**src/rtl/pipelined_carry_adder_if.sv**
```systemverilog
// Valid/ready operand and result channels of the pipelined add/subtract unit.
// master drives operands and consumes results; slave is the adder itself.
interface pipelined_carry_adder_if #(
  parameter int unsigned WIDTH = 16
);
  logic             in_valid;
  logic             in_ready;
  logic [WIDTH-1:0] a;
  logic [WIDTH-1:0] b;
  logic             cin;
  logic             sub;
  logic             out_valid;
  logic             out_ready;
  logic [WIDTH-1:0] sum;
  logic             cout;
  logic             ovf;

  modport master (
    output in_valid, a, b, cin, sub, out_ready,
    input  in_ready, out_valid, sum, cout, ovf
  );

  modport slave (
    input  in_valid, a, b, cin, sub, out_ready,
    output in_ready, out_valid, sum, cout, ovf
  );
endinterface

```
**src/rtl/pipelined_carry_adder.sv**
```systemverilog
// Pipelined add/subtract: one CHUNK-bit slice per stage, carry registered between stages,
// valid/ready on both ends with per-stage backpressure.
module pipelined_carry_adder #(
  parameter int unsigned WIDTH  = 16,
  parameter int unsigned STAGES = 4
) (
  input logic                    clk,
  input logic                    rst_n,
  pipelined_carry_adder_if.slave bus
);
  localparam int unsigned CHUNK = WIDTH / STAGES;
  localparam int unsigned LAST  = STAGES - 1;

  logic [STAGES-1:0]            valid_q, valid_d;
  logic [STAGES-1:0]            adv, load;
  logic [STAGES-1:0][WIDTH-1:0] a_q, a_d;
  logic [STAGES-1:0][WIDTH-1:0] b_q, b_d;
  logic [STAGES-1:0][WIDTH-1:0] psum_q, psum_d;
  logic [STAGES-1:0]            carry_q, carry_d;
  logic                         unused_slices;

  function automatic logic [CHUNK:0] chunk_add(input logic [WIDTH-1:0] x,
                                               input logic [WIDTH-1:0] y,
                                               input logic             c,
                                               input int unsigned      idx);
    return {1'b0, x[idx*CHUNK +: CHUNK]} + {1'b0, y[idx*CHUNK +: CHUNK]} + {{CHUNK{1'b0}}, c};
  endfunction

  // A stage advances when some later stage is empty, or the consumer takes the result;
  // this is the unrolled form of "successor empty or advancing".
  always_comb begin : p_flow
    logic space;
    space = bus.out_ready;
    adv   = '0;
    for (int s = int'(LAST); s >= 0; s--) begin
      adv[s] = valid_q[s] & space;
      space  = space | ~valid_q[s];
    end
  end

  assign bus.in_ready = ~valid_q[0] | adv[0];

  always_comb begin : p_load
    load    = '0;
    load[0] = bus.in_valid & bus.in_ready;
    for (int unsigned s = 1; s < STAGES; s++) begin
      load[s] = adv[s-1];
    end
    valid_d = load | (valid_q & ~adv);
  end

  always_comb begin : p_datapath
    logic [CHUNK:0] add;
    // Operands are conditioned once at capture; later stages only see a and beff.
    a_d[0]      = bus.a;
    b_d[0]      = bus.sub ? ~bus.b : bus.b;
    add         = chunk_add(a_d[0], b_d[0], bus.cin ^ bus.sub, 0);
    psum_d[0]   = '0;
    psum_d[0][CHUNK-1:0] = add[CHUNK-1:0];
    carry_d[0]  = add[CHUNK];
    for (int unsigned s = 1; s < STAGES; s++) begin
      add        = chunk_add(a_q[s-1], b_q[s-1], carry_q[s-1], s);
      a_d[s]     = a_q[s-1];
      b_d[s]     = b_q[s-1];
      psum_d[s]  = psum_q[s-1];
      psum_d[s][s*CHUNK +: CHUNK] = add[CHUNK-1:0];
      carry_d[s] = add[CHUNK];
    end
  end

  always_ff @(posedge clk or negedge rst_n) begin
    if (!rst_n) begin
      valid_q <= '0;
      a_q     <= '0;
      b_q     <= '0;
      psum_q  <= '0;
      carry_q <= '0;
    end else begin
      valid_q <= valid_d;
      for (int unsigned s = 0; s < STAGES; s++) begin
        if (load[s]) begin
          a_q[s]     <= a_d[s];
          b_q[s]     <= b_d[s];
          psum_q[s]  <= psum_d[s];
          carry_q[s] <= carry_d[s];
        end
      end
    end
  end

  // Already-consumed operand slices ride along but are never read again.
  assign unused_slices = ^{a_q, b_q};

  assign bus.out_valid = valid_q[LAST];
  assign bus.sum       = psum_q[LAST];
  assign bus.cout      = carry_q[LAST];
  assign bus.ovf       = (a_q[LAST][WIDTH-1] == b_q[LAST][WIDTH-1]) &&
                         (psum_q[LAST][WIDTH-1] != a_q[LAST][WIDTH-1]);
endmodule

```
**src/flat_wrapper.sv**
```systemverilog
// flat-port wrapper written by rule: the top's interface ports become plain ports
module pipelined_carry_adder_flat 
#(
  parameter int unsigned WIDTH  = 16,
  parameter int unsigned STAGES = 4
)
  (clk, rst_n, bus_in_valid, bus_a, bus_b, bus_cin, bus_sub, bus_out_ready, bus_in_ready, bus_out_valid, bus_sum, bus_cout, bus_ovf);
  pipelined_carry_adder_if #(.WIDTH(WIDTH)) bus_i ();
  input logic clk;
  input logic rst_n;
  input wire logic [$bits(bus_i.in_valid)-1:0] bus_in_valid;
  input wire logic [$bits(bus_i.a)-1:0] bus_a;
  input wire logic [$bits(bus_i.b)-1:0] bus_b;
  input wire logic [$bits(bus_i.cin)-1:0] bus_cin;
  input wire logic [$bits(bus_i.sub)-1:0] bus_sub;
  input wire logic [$bits(bus_i.out_ready)-1:0] bus_out_ready;
  output wire logic [$bits(bus_i.in_ready)-1:0] bus_in_ready;
  output wire logic [$bits(bus_i.out_valid)-1:0] bus_out_valid;
  output wire logic [$bits(bus_i.sum)-1:0] bus_sum;
  output wire logic [$bits(bus_i.cout)-1:0] bus_cout;
  output wire logic [$bits(bus_i.ovf)-1:0] bus_ovf;
  assign bus_i.in_valid = bus_in_valid;
  assign bus_i.a = bus_a;
  assign bus_i.b = bus_b;
  assign bus_i.cin = bus_cin;
  assign bus_i.sub = bus_sub;
  assign bus_i.out_ready = bus_out_ready;
  assign bus_in_ready = bus_i.in_ready;
  assign bus_out_valid = bus_i.out_valid;
  assign bus_sum = bus_i.sum;
  assign bus_cout = bus_i.cout;
  assign bus_ovf = bus_i.ovf;
  pipelined_carry_adder #(.WIDTH(WIDTH), .STAGES(STAGES)) u_core (.clk(clk), .rst_n(rst_n), .bus(bus_i));
endmodule
```
**config.mk**
```make
export PLATFORM = sky130hd
export DESIGN_NAME = pipelined_carry_adder_flat
export DESIGN_NICKNAME = d
export VERILOG_FILES = /design/src/rtl/pipelined_carry_adder_if.sv /design/src/rtl/pipelined_carry_adder.sv /design/src/flat_wrapper.sv
export SDC_FILE = /design/constraint.sdc
export NUM_CORES = 1
export LEC_CHECK = 0
export ABC_AREA = 1
export CELL_PAD_IN_SITES_DETAIL_PLACEMENT = 1
export CELL_PAD_IN_SITES_GLOBAL_PLACEMENT = 1
export CORE_MARGIN = 2
export CORE_UTILIZATION = 30
export CTS_CLUSTER_SIZE = 12
export DETAILED_ROUTE_END_ITERATION = 10
export PLACE_DENSITY = 0.6
export SYNTH_ARGS = -nofsm -noshare
export SYNTH_HDL_FRONTEND = slang
export SYNTH_SLANG_ARGS = --single-unit
```
**constraint.sdc**
```tcl
create_clock -name clk -period 1.8 [get_ports clk]
set_clock_uncertainty 0.2 [all_clocks]
set_input_delay 0.36 -clock clk [delete_from_list [all_inputs] [get_ports clk]]
set_output_delay 0.36 -clock clk [all_outputs]
set_load 0.05 [all_outputs]
```
==> summary.txt, run 1 <==
Timing
  • Fmax: 544 MHz
  • Final Worst Setup Slack: -0.0390 ns
  • # setup viols final: 2
  • RSZ-0062 raised after global routing: yes
  • Final Max Tran Viols: 0
  • Tcrit/Tclk final: 1.02
  • Minimum clock period: 1.84 ns
  • Fin. Hold Viols: 0
  • Rel. slew slack: 0.724
  • Worst Tran Pin Value: 0.413 ns

Setup path
  • Critical Path Source Type: flip-flop
  • CP Capture Type: flip-flop
  • CP max stage cell: fa_2
  • Slowest Stage Delay on Critical Path: 0.42 ns
  • Worst-path maximum fanout: 2
  • Req. time, crit path: 1.83 ns
  • Worst Setup Path Type: reg2reg
  • Worst path cell trace: fa_2 > fa_2 > a21oi_2 > nor2_1 > nor3_2 > nor2_1
  • R2r setup slk: -0.04 ns
  • FF-to-FF End: u_core.carry_q[3]
  • FF-to-FF path depth: 6
  • Data arrival, critical path: 1.87 ns
  • Reg2reg start: u_core.carry_q[2]

Outcome
  • Status: finished with violations
  • Failing checks: setup timing

CTS
  • Clock latency on the worst-skew pair: 0.34 ns
  • CTS tree: yes
  • H-tree depth: 3
  • Clk buf depth: 2
  • Num CTS Buffers: 9
  • Root Driver: clkbuf_16
  • CTS Sinks: 98
  • Clock-pin slew on the worst setup and hold paths: 0.07 ns

Logic synthesis
  • Share of the synthesized area in the top cell type: 0.554
  • Fraction of registers with async set/reset: 1.00
  • Most common cell in the synthesized netlist: nand2_1
  • Mapped Area: 4420 µm²
  • Synthesized flop and latch total: 98
  • Multiplexer share of the synthesized area: 0
  • Synth area leader: dfrtp_1
  • Synth area leaders: dfrtp_1 (55%), nand2_1 (20%), fa_1 (3.6%)
  • Largest family of logic cells by synthesized area: simple AND/OR/NAND/NOR gates
  • Synth Area in Compound Gates: 0.0481
  • Cell variety after synth: 23
  • Most used DFF post-synth: dfrtp_1
  • Mean Syn Cell Area: 8.99 µm²
  • EDFF count, synth: 0
  • Sequential-to-total area share from yosys stat: 0.554
  • Synth Instances: 492
  • Commonest cells in the netlist: nand2_1 (232), dfrtp_1 (98), inv_1 (33)
  • Simple-gate share of the synthesized area: 0.231
  • Adder-Cell Fraction of Synth Area: 0.0702
  • Synth Area in XOR/XNOR: 0.0396
  • Yosys Warn Count: 0
  • Synth Net Count: 550

Placement
  • Placed cell count: 739
  • Placer Congestion: 0.739
  • Port buffer count: 57
  • DP Wirelength: 7130 µm

Drt
  • Pre-Repair DR Iteration Count: 4
  • ANT nets after route: 0
  • Initial DRC Count: 123
  • Vias: 3390
  • Routed len/inst: 13.7 µm
  • WL final: 10600 µm
  • Number of vias per cell: 4.38
  • DRC Markers: 0

Power
  • Total power: 9040 µW
  • Power density over the cells: 1470 nW/µm²
  • Lkg Pwr: 0.00310 µW
  • VDD IR-drop max: 0.493 mV

Cells and area
  • Fillers: 1657
  • Non-filler cells, final: 774
  • Multi-input gate area: 1870 µm²
  • Register area: 2450 µm²
  • Layout area overhead: 39.4%
  • Ratio of cells with drive above 1 in the final layout: 0.210
  • Number of diodes: 0
  • Final net count: 643

Floorplanning
  • Die H: 125 µm
  • Starting density of the core: 0.305
  • Core area: 14500 µm²
  • Full die area: 15700 µm²
  • # rows: 44
  • Die width: 125 µm
  • Ports: 58

Global routing
  • Vias in the first global route: 3663
  • GRT Overall Usage: 0.137
  • Initial antenna violation count: 0
  • Gr ovfl total: 0
  • Largest net degree at the start of global routing: 42
  • First-pass GRT wire length: 17500 µm

Worst hold path
  • Hold Path Class: in2async

Job
  • Max-cap viol count: 0
-- per-layer routing --
layer | track usage | share of wire
met5 | 0 | 0
met4 | 0.0510 | 0.017
met3 | 0.0261 | 0.028
met2 | 0.222 | 0.47
met1 | 0.183 | 0.48
-- through the flow --
| step | util | area [µm²] | hold WS [ns] | setup slack, ns | TNS, ns |
|---|---|---|---|---|---|
| floorplan | - | 4510 | -0.136 | -0.212 | -0.647 |
| global placement | 0.387 | 5600 | 0.0891 | -0.652 | -26.19 |
| detailed placement | 0.387 | 5600 | 0.0889 | -0.681 | -29.73 |
| CTS | 0.418 | 6050 | 0.254 | -0.0754 | -0.217 |
| global route | 0.426 | 6170 | 0.296 | -0.150 | -0.478 |
| finish | 0.426 | 6170 | 0.264 | -0.0390 | -0.0698 |
-- how the worst max path moves through the flow --
stage / start / to / slack, ns / cells past startpoint
2_1_floorplan: bus_sub / u_core.psum_d[17] / -0.21 / 8
3_3_place_gp: bus_out_ready / u_core.psum_d[17] / -0.65 / 7
3_5_place_dp: bus_out_ready / u_core.psum_d[18] / -0.68 / 7
4_1_cts: u_core.a_d[60] / u_core.carry_q[3] / -0.08 / 6
5_1_grt: u_core.carry_q[2] / u_core.carry_q[3] / -0.15 / 6
6_report: u_core.carry_q[2] / u_core.carry_q[3] / -0.04 / 6
-- cell families (layout without fill, tap and decap cells) --
family          Yosys count  in the layout
fa+ha+maj                20             20
flops                    98             98
xor+xnor                 20             20
compound gates           42             42
simple gates            259            260
buf+inv                  53            150
-- flip-flops by register name (all words and copies together) (netlist names) --
signal,flops
u_core.a_d,24
u_core.psum_d,24
u_core.valid_q,4
u_core.a_q,1
u_core.b_d,24
u_core.carry_q,4
u_core.b_q,1
u_core.bus.sum,16
-- layout make-up --
| class | count | area share |
|---|---|---|
| repair inverters | 1 | 0.00122 |
| inverters | 35 | 0.0227 |
| clock inverters | 5 | 0.00873 |
| repair buffers | 98 | 0.189 |
| clock buffers | 11 | 0.0394 |
| flip-flops and latches | 98 | 0.398 |
| well taps | 184 | 0.0373 |
| multi-input cells | 342 | 0.303 |
-- placed cells by master, fill, tap and decap left out, types with 12 or more instances in the layout --
cell type,n
ha_1,12
o21ai_1,16
buf_12,25
xor2_1,16
inv_1,25
dfrtp_1,97
nand2_1,228
buf_4,30
clkdlybuf4s50_1,31
o21ai_0,15
-- critical path: cells and delay by family, from the launching register on --
| kind | cells | cell delay (ns) |
|---|---|---|
| flops | 1 | 0.40 |
| compound gates | 1 | 0.14 |
| simple gates | 3 | 0.20 |
| fa+ha+maj | 2 | 0.79 |
-- report_power, final --
| group | internal [µW] | switching (µW) | total (µW) |
|---|---|---|---|
| Clock | 1110 | 818 | 1930 |
| Sequential | 2870 | 476 | 3350 |
| Combinational | 1750 | 2020 | 3770 |
-- timing repair --
item | 4_1_cts | 5_1_grt
pin swaps | 14 | 22
hold buffers | 1 | 0
cloned | 0 | 3
endpoints found under the setup margin | 38 | 55
resized for setup | 26 | 27
hold endpoints to repair | 19 | 0
setup buffers | 11 | 4
Power figures use the tool's default switching activity.
==> run 2, diff against run 1 <==
- CAP_MARGIN: unset -> 20
- SLEW_MARGIN: unset -> 20
==> run 2 against run 1 <==
  * The run still ends with setup timing left
  * First-iteration DRC count rose by 4.9%
  * Utilization rose by 0.078 points
  * Setup slack got worse by 0.012 ns
  * Clock power rose by 4%
  * Sequential power barely moved
==> summary.txt, run 2 (synthesis gave the netlist of run 1 again) <==
CTS
  • Clock-pin slew on the worst setup and hold paths: 0.07 ns (about the same)
  • CTS Sinks: 98 (unchanged)
  • Clock latency on the worst-skew pair: 0.34 ns (about the same)
  • Num CTS Buffers: 9 (unchanged)
  • Root Driver: clkbuf_16
  • Clk buf depth: 2 (unchanged)
  • H-tree depth: 3 (unchanged)
  • CTS tree: yes

Setup path
  • Worst Setup Path Type: reg2reg
  • FF-to-FF End: u_core.carry_q[3]
  • Req. time, crit path: 1.84 ns (about the same)
  • Worst-path maximum fanout: 2 (unchanged)
  • FF-to-FF path depth: 6 (unchanged)
  • Critical path endpoint: u_core.carry_q[3]
  • Reg2reg start: u_core.carry_q[2]
  • R2r setup slk: -0.05 ns (about the same)
  • Crit path launch: u_core.carry_q[2]
  • CP Capture Type: flip-flop
  • Data arrival, critical path: 1.89 ns (+0.02 ns)
  • Critical Path Source Type: flip-flop

Global routing
  • Vias in the first global route: 3593 (-1.9%)
  • Global routing usage on met3: 0.0244 (-0.00171)
  • First-pass GRT wire length: 17300 µm (-1.6%)
  • Grt met2 use: 0.223 (+0.000954)
  • GR Util met1: 0.177 (-0.00540)
  • Largest net degree at the start of global routing: 42 (unchanged)
  • GRT Overall Usage: 0.136 (-0.00134)
  • Gr ovfl total: 0 (unchanged)
  • Most used routing layer: met2
  • Initial antenna violation count: 0 (unchanged)

Power
  • Total power: 9130 µW (+0.93%)
  • Lkg Pwr: 0.00312 µW (+0.49%)
  • VDD IR-drop max: 0.491 mV (-0.44%)
  • Power density over the cells: 1480 nW/µm² (+0.75%)

Timing
  • # setup viols final: 3 (+1)
  • Final Worst Setup Slack: -0.0507 ns (-0.0117 ns)
  • Setup TNS: -0.105 ns (-0.0350 ns)
  • Worst Tran Pin Value: 0.358 ns (-0.0550 ns)
  • WHS: 0.252 ns (-0.0122 ns)
  • Fmax: 540 MHz (-0.63%)
  • Final Max Tran Viols: 0 (unchanged)
  • Fin. Hold Viols: 0 (unchanged)
  • Minimum clock period: 1.85 ns (+0.0117 ns)
  • Rel. slew slack: 0.760 (+0.0368)
  • Tcrit/Tclk final: 1.03 (+0.00651)
  • RSZ-0062 raised after global routing: yes

Floorplanning
  • # rows: 44 (unchanged)
  • Full die area: 15700 µm² (unchanged)
  • Die width: 125 µm (unchanged)
  • Core area: 14500 µm² (unchanged)
  • Starting density of the core: 0.305 (unchanged)
  • Ports: 58 (unchanged)
  • Die H: 125 µm (unchanged)

Drt
  • Vias: 3382 (-0.24%)
  • ANT nets after route: 0 (unchanged)
  • Pre-Repair DR Iteration Count: 4 (unchanged)
  • Routed len/inst: 13.0 µm (-4.7%)
  • DRC Markers: 0 (unchanged)
  • Initial DRC Count: 129 (+4.9%)
  • Number of vias per cell: 4.37 (-0.24%)
  • WL final: 10100 µm (-4.7%)

Cells and area
  • Layout area overhead: 39.7%
  • Ratio of cells with drive above 1 in the final layout: 0.202 (-0.00847)
  • Final net count: 643 (unchanged)
  • Most frequent cells in the layout: nand2_1 (230), dfrtp_1 (97), clkdlybuf4s50_1 (30), buf_4 (30), inv_1 (26)
  • Register area: 2450 µm² (unchanged)
  • Number of diodes: 0 (unchanged)
  • Commonest non-fill, non-tap cell in the layout: nand2_1
  • Fillers: 1675 (+1.1%)
  • Multi-input gate area: 1850 µm² (-0.87%)

Job
  • Max-cap viol count: 0 (unchanged)

Outcome
  • Status: finished with violations
  • Failing checks: setup timing

Placement
  • DP Wirelength: 7200 µm (+1.0%)
  • Placer Congestion: 0.739 (unchanged)
  • Port buffer count: 57 (unchanged)

Worst hold path
  • Hold Path Class: in2async
==> run 2: layout make-up <==
| type | instances | area share |
|---|---|---|
| well taps | 184 | 0.0373 |
| clock buffers | 12 | 0.0431 |
| repair buffers | 99 | 0.190 |
| flip-flops and latches | 98 | 0.397 |
| inverters | 35 | 0.0227 |
| repair inverters | 1 | 0.00122 |
| multi-input cells | 341 | 0.300 |
| clock inverters | 4 | 0.00790 |
==> run 2: report_power, final <==
part / internal, µW / switching [µW] / total (µW)
sequential: 2870 / 474 / 3340
combinational: 1760 / 2010 / 3770
clock: 1190 / 820 / 2010
==> run 2: how the worst min path moves through the flow <==
stage,start,end,slack (ns)
finish,rst_n,u_core.carry_q[0],0.25
global route,rst_n,u_core.carry_q[0],0.27
CTS,rst_n,u_core.carry_q[0],0.25
detailed placement,rst_n,u_core.a_d[20],0.09
global placement,rst_n,u_core.a_d[20],0.09
floorplan,rst_n,u_core.a_d[20],-0.14
==> run 2: repair_timing <==
item / CTS / global route
gates resized for setup: 27 / 20
hold buffers: 1 / 0
hold endpoints to repair: 19 / 0
endpoints found under the setup margin: 29 / 57
cloned: 0 / 1
pin swaps: 14 / 19
buffers inserted: 11 / 5
==> run 2: stage by stage <==
| stage | setup slack, ns | utilization | cell area [µm²] | instances |
|---|---|---|---|---|
| detailed placement | -0.663 | 0.388 | 5620 | 740 |
| floorplan | -0.212 | - | 4510 | 492 |
| global placement | -0.652 | 0.387 | 5600 | 739 |
| global route | -0.142 | 0.427 | 6180 | 774 |
| CTS | -0.0797 | 0.420 | 6080 | 768 |
| finish | -0.0507 | 0.427 | 6180 | 774 |
==> run 2: critical path, stage by stage, from the launching register on <==
cell and delay [ns]:
dfrtp_1 0.40, fa_2 0.43, fa_2 0.37, a21oi_2 0.14
nor2_1 0.06, nor3_2 0.09, nor2_1 0.05
==> run 2: per-layer routing <==
metal	routed length, µm	up-vias	share of wire
met5	0	-	0
met4	197	0	0.020
met3	304	13	0.030
met2	4720	53	0.47
met1	4880	1618	0.48
li1	-	1698	-
